`src/rtl/pl_run_controller.sv`:
```
// pl_run_controller
//   Bounded run supervisor for an array of pipelined cores. It sequences a
//   parametrised core reset and tracks per-core halts and per-core cycle
//   counts. A watchdog ends the run after MAX_CYCLES RUN cycles if the cores
//   have not all halted by then.
//
//   state | meaning
//   IDLE  | after controller reset; cores held in reset, waiting for start
//   RESET | core_rst held high for RESET_CYCLES edges
//   RUN   | cores running; counting cycles, collecting halts, watchdog armed
//   DONE  | run finished (all halted or timeout); results held until start
//
// Ports
//   clk_i              single clock, rising edge
//   rst_i              synchronous active-high controller reset
//   start_i            run request, sampled in IDLE and DONE only
//   core_en_i          per-core enable, sampled on the RESET->RUN transition
//   hlt_i              per-core halt strobe (hlt instruction retired)
//   core_rst_o         registered reset to all cores
//   state_o            0 IDLE, 1 RESET, 2 RUN, 3 DONE
//   halted_mask_o      core i has halted or is disabled
//   cycles_consumed_o  per-core cycle count, core i at [i*CNT_W +: CNT_W]
//   global_cycles_o    RUN cycles elapsed in the current run
//   done_o             run finished (halt or timeout), sticky
//   timeout_o          run ended by the watchdog, sticky
module pl_run_controller #(
  parameter int N_CORES      = 1,
  parameter int CNT_W        = 32,
  parameter int RESET_CYCLES = 2,
  parameter int MAX_CYCLES   = 200000
) (
  input  logic                       clk_i,
  input  logic                       rst_i,
  input  logic                       start_i,
  input  logic [N_CORES-1:0]         core_en_i,
  input  logic [N_CORES-1:0]         hlt_i,
  output logic                       core_rst_o,
  output logic [1:0]                 state_o,
  output logic [N_CORES-1:0]         halted_mask_o,
  output logic [N_CORES*CNT_W-1:0]   cycles_consumed_o,
  output logic [CNT_W-1:0]           global_cycles_o,
  output logic                       done_o,
  output logic                       timeout_o
);

  typedef enum logic [1:0] {
    ST_IDLE  = 2'd0,
    ST_RESET = 2'd1,
    ST_RUN   = 2'd2,
    ST_DONE  = 2'd3
  } state_e;

  localparam int RC_W = (RESET_CYCLES > 1) ? $clog2(RESET_CYCLES) : 1;
  localparam logic [RC_W-1:0]  RC_LAST = RC_W'(RESET_CYCLES - 1);
  localparam logic [RC_W-1:0]  RC_ONE  = RC_W'(1);
  localparam logic [CNT_W-1:0] CNT_ONE = CNT_W'(1);
  // Pre-increment value of global_cycles on the MAX_CYCLES-th RUN edge.
  localparam logic [CNT_W-1:0] WD_LAST = CNT_W'(MAX_CYCLES - 1);

  state_e                     state_q;
  logic                       core_rst_q;
  logic [RC_W-1:0]            rst_cnt_q;
  logic [N_CORES-1:0]         halted_mask_q;
  logic [N_CORES*CNT_W-1:0]   cyc_q;
  logic [CNT_W-1:0]           glob_q;
  logic                       done_q;
  logic                       timeout_q;

  // A halt arriving this cycle counts toward completion together with the
  // cores that are already halted or disabled.
  logic all_halt;
  assign all_halt = &(halted_mask_q | hlt_i);

  always_ff @(posedge clk_i) begin
    if (rst_i) begin
      state_q       <= ST_IDLE;
      core_rst_q    <= 1'b1;
      rst_cnt_q     <= '0;
      halted_mask_q <= '0;
      cyc_q         <= '0;
      glob_q        <= '0;
      done_q        <= 1'b0;
      timeout_q     <= 1'b0;
    end else begin
      case (state_q)
        ST_IDLE, ST_DONE: begin
          if (start_i) begin
            state_q       <= ST_RESET;
            core_rst_q    <= 1'b1;
            rst_cnt_q     <= RC_LAST;
            halted_mask_q <= '0;
            cyc_q         <= '0;
            glob_q        <= '0;
            done_q        <= 1'b0;
            timeout_q     <= 1'b0;
          end
        end
        ST_RESET: begin
          if (rst_cnt_q == '0) begin
            state_q       <= ST_RUN;
            core_rst_q    <= 1'b0;
            // Disabled cores look already halted so they never block DONE.
            halted_mask_q <= ~core_en_i;
          end else begin
            rst_cnt_q <= rst_cnt_q - RC_ONE;
          end
        end
        ST_RUN: begin
          if (glob_q != '1) glob_q <= glob_q + CNT_ONE;
          // The hlt cycle itself is counted; afterwards the count freezes.
          for (int i = 0; i < N_CORES; i++) begin
            if (!halted_mask_q[i]) begin
              if (cyc_q[i*CNT_W +: CNT_W] != '1)
                cyc_q[i*CNT_W +: CNT_W] <= cyc_q[i*CNT_W +: CNT_W] + CNT_ONE;
              if (hlt_i[i]) halted_mask_q[i] <= 1'b1;
            end
          end
          // Halt takes priority over a watchdog expiring on the same edge.
          if (all_halt) begin
            state_q   <= ST_DONE;
            done_q    <= 1'b1;
            timeout_q <= 1'b0;
          end else if (glob_q == WD_LAST) begin
            state_q   <= ST_DONE;
            done_q    <= 1'b1;
            timeout_q <= 1'b1;
          end
        end
      endcase
    end
  end

  assign core_rst_o        = core_rst_q;
  assign state_o           = state_q;
  assign halted_mask_o     = halted_mask_q;
  assign cycles_consumed_o = cyc_q;
  assign global_cycles_o   = glob_q;
  assign done_o            = done_q;
  assign timeout_o         = timeout_q;

endmodule
```
`config.mk`:
```
export PLATFORM = sky130hd
export DESIGN_NAME = pl_run_controller
export DESIGN_NICKNAME = d
export VERILOG_FILES = /design/src/rtl/pl_run_controller.sv
export SDC_FILE = /design/constraint.sdc
export NUM_CORES = 1
export LEC_CHECK = 0
export ABC_AREA = 1
export CAP_MARGIN = 20
export CORE_MARGIN = 4
export CORE_UTILIZATION = 49
export CTS_CLUSTER_DIAMETER = 120
export DETAILED_ROUTE_END_ITERATION = 10
export GPL_TIMING_DRIVEN = 1
export HOLD_SLACK_MARGIN = 0.05
export PLACE_DENSITY = 0.77
export SLEW_MARGIN = 20
export SYNTH_ARGS = -nofsm -noshare
export SYNTH_HDL_FRONTEND = slang
export SYNTH_SLANG_ARGS = --single-unit
```
`constraint.sdc`:
```
create_clock -name clk_i -period 1.8 [get_ports clk_i]
set_input_delay 0.36 -clock clk_i [delete_from_list [all_inputs] [get_ports clk_i]]
set_output_delay 0.36 -clock clk_i [all_outputs]
set_load 0.005 [all_outputs]
```
==> metrics <==
Distinct cells, synth=38; Syn Std Cell Area=4617 sq um; pin count of the biggest net entering global routing=21; number of global-route vias before repair=5557; yosys warns=0; initial antenna violation count=0; status=complete, no violations; CP max stage delay=0.57 ns; Total Routing Usage GR=0.2885; htree depth=3; #FFs+latches synth=71; Slowest cell on crit path=clkdlybuf4s50_1; CP Capture Type=primary output; RSZ-0062 raised after global routing=true; worst-path cell chain=clkdlybuf4s50_1; Final Util=0.7207; Chip Height=105.1 microns; Pwr Density=918.9 nW/um^2; Core Area=9196 sq um; Tcrit/Tclk final=0.9756; Main synth FF type=dfxtp_1; crit path time final=approximately 1.8 ns; Final Hold Slack=0.4574 ns; Worst-path clk slew=0.08 ns; non-filler cells, final=1050; via count=slightly below 6k; share of cells above drive strength 1=0.2023; first-pass iteration count of the detailed router=5; Combinational Power Share=0.514; number of DRC violations after detailed-routing iteration 0=329; Worst Max-Slew Pin Slew=0.4274 ns; Mapped Cells=763; final net count=945; Peak Freq=569.4 MHz; Clock Tree Root=clkbuf_8; DPL Wire Length=12150 microns; Pwr Total=6090 uW; Max Clock Skew=roughly 0.01 ns; Final Max Slew Viols=0; final setup vio count=0; Port Buffers=74; Fin. Hold Viols=0; CTS tree=yes; total die area=11040 sq um; area growth from synthesis to layout=43.55%; Power Internal=3559 uW; number of cell rows=35; Die Span X=105.1 microns; Slew HR=0.7140; first-pass GRT wire length=roughly 26000 microns; footprint of the multi-input gates=2920 sq um; Critical Path RT=roughly 1.4 ns; Top Family by Delay on Critical Path=buffers and inverters; clock tree sinks=71; Seq pwr share=0.279; asr flop ratio synth=0; clock share of power=0.207; Worst Path Buf+Inv=1; final wirelength=16580 microns; CP Class=flip-flop to primary output; routed vias/inst=5.502; Post-synth EDFFs=0; fin area=6628 sq um; Wirelength per Cell=15.79 microns; Static Leakage=0.002788 uW; Post-Syn Nets=773; IO Count=75; max cap viols=0; Layout fillers=799; switching power total=2531 uW; crit path DAT=1.40 ns; starting density of the core=0.5020; post-placement cell area=6065 sq um; Tightest Hold Check Type=flip-flop to flip-flop; Num CTS Buffers=9; sw frac=0.4156; sequential area share after synthesis=0.3079; remaining antenna violation count=0; Max FO, Critical Path=5; DRC=0; Storage cell area=around 1400 sq um; GR Overflow Total=0; Hold-fix buffers, CTS=0; dpl cells=approximately 1.0k; syn_area_per_cell=6.051 sq um; Clock Tree Buf Depth=2; clock latency on the worst-skew pair=0.35 ns; routability cong.=1.004; Critical Path Source Type=flip-flop; Inserted Diodes=0; Peak VDD IR=0.5687 mV
[power by group through the flow]
stage                     sequential [uW]  combinational, uW  clock (uW)
after floorplan                      1740               1390           0
after global placement               1720               2250           0
after detailed placement             1720               2300           0
after CTS                            1680               2500        1270
after global routing                 1700               3310        1350
final                                1700               3130        1260
[per-layer routing]
metal  GRT usage  vias up  wire length (microns)
li1            -     2784                      -
met1      0.3464     2649                   6716
met2      0.5000      280                   7984
met3     0.04632       64                   1083
met4      0.1378        0                    792
met5           0        -                      0
[cell families (layout without fill, tap and decap cells)]
group / Yosys count / after routing / share of synthesized area
AND/OR/NAND/NOR: 455 / 458 / 0.4293
adder cells (fa/ha/maj): 5 / 5 / 0.01355
flip-flops: 71 / 71 / 0.3079
AO/OA/AOI/OAI: 101 / 101 / 0.1195
buffers and inverters: 117 / 290 / 0.1033
XOR/XNOR: 14 / 14 / 0.02656
[cells in the mapped netlist, types with 3 or more instances]
cell type / instances / share of area
o21a_1: 4 / 0.0065
nor2_2: 4 / 0.0054
xnor2_1: 3 / 0.0057
inv_1: 97 / 0.079
inv_2: 5 / 0.0041
o21ai_0: 42 / 0.046
nand3_1: 55 / 0.060
nand4_1: 18 / 0.024
buf_6: 4 / 0.0098
nand2_1: 230 / 0.19
ha_1: 5 / 0.014
xor2_1: 11 / 0.021
nor2_1: 114 / 0.093
nand2_2: 3 / 0.0041
nand2_4: 4 / 0.0098
clkbuf_1: 8 / 0.0065
o21ai_1: 12 / 0.013
dfxtp_1: 71 / 0.31
a21oi_1: 36 / 0.039
nor3_1: 14 / 0.015
[sequential cells by signal, indices dropped and copies added, names as in the netlist]
name	count
core_rst_o	1
cycles_consumed_o	32
done_o	1
global_cycles_o	32
halted_mask_o	1
rst_cnt_q	1
state_o	2
timeout_o	1
[area by class of cell]
cell class              instances  share of cell area
clock inverters                 4            0.007174
inverters                     102             0.05966
flip-flops and latches         71              0.2177
multi-input cells             578              0.4406
repair buffers                173              0.2341
clock buffers                  11             0.01982
well taps                     111             0.02096
[through the flow]
stage / setup WS (ns) / setup TNS, ns
2_1_floorplan: 0.003759 / 0
3_3_place_gp: -0.07182 / -0.6410
3_5_place_dp: -0.1347 / -2.226
4_1_cts: -0.004961 / -0.008462
5_1_grt: -0.02591 / -0.2713
6_report: 0.04385 / 0
[cells in the final DEF, fill, tap and decap left out, drive strengths merged]
cell type      Yosys  routed
nor2             121     121
clkinv             0       2
ha                 5       5
nor3              14      14
o21bai             2       2
o21a               4       4
clkdlybuf4s50      0      74
xor2              11      11
xnor2              3       3
dfxtp             71      71
clkbuf             8      12
o22ai              1       1
clkinvlp           0       1
a22oi              2       2
o31ai              1       1
nand4             18      18
inv              102     102
or2                2       2
buf                7      98
o21ai             54      54
bufinv             0       1
nor4               1       1
nor3b              1       1
nand3             57      57
nand2            238     241
nand3b             1       1
and2               2       2
a21oi             37      37
[timing repair]
item / in CTS / in global routing
setup endpoints to repair: 46 / 70
pin swaps: 2 / 20
cloned: 0 / 4
gates resized for setup: 16 / 65
buffers inserted: 6 / 6
[worst paths after layout]
kind / endpoint / slack, ns / cells after the start / startpoint
max: halted_mask_o / 0.04 / 1 / halted_mask_o
min: timeout_o / 0.46 / 2 / timeout_o
max reg2reg: global_cycles_o[20] / 0.05 / 10 / global_cycles_o[1]
min reg2reg: timeout_o / 0.46 / 2 / timeout_o
Note: power is estimated with default switching activity, not from simulation.
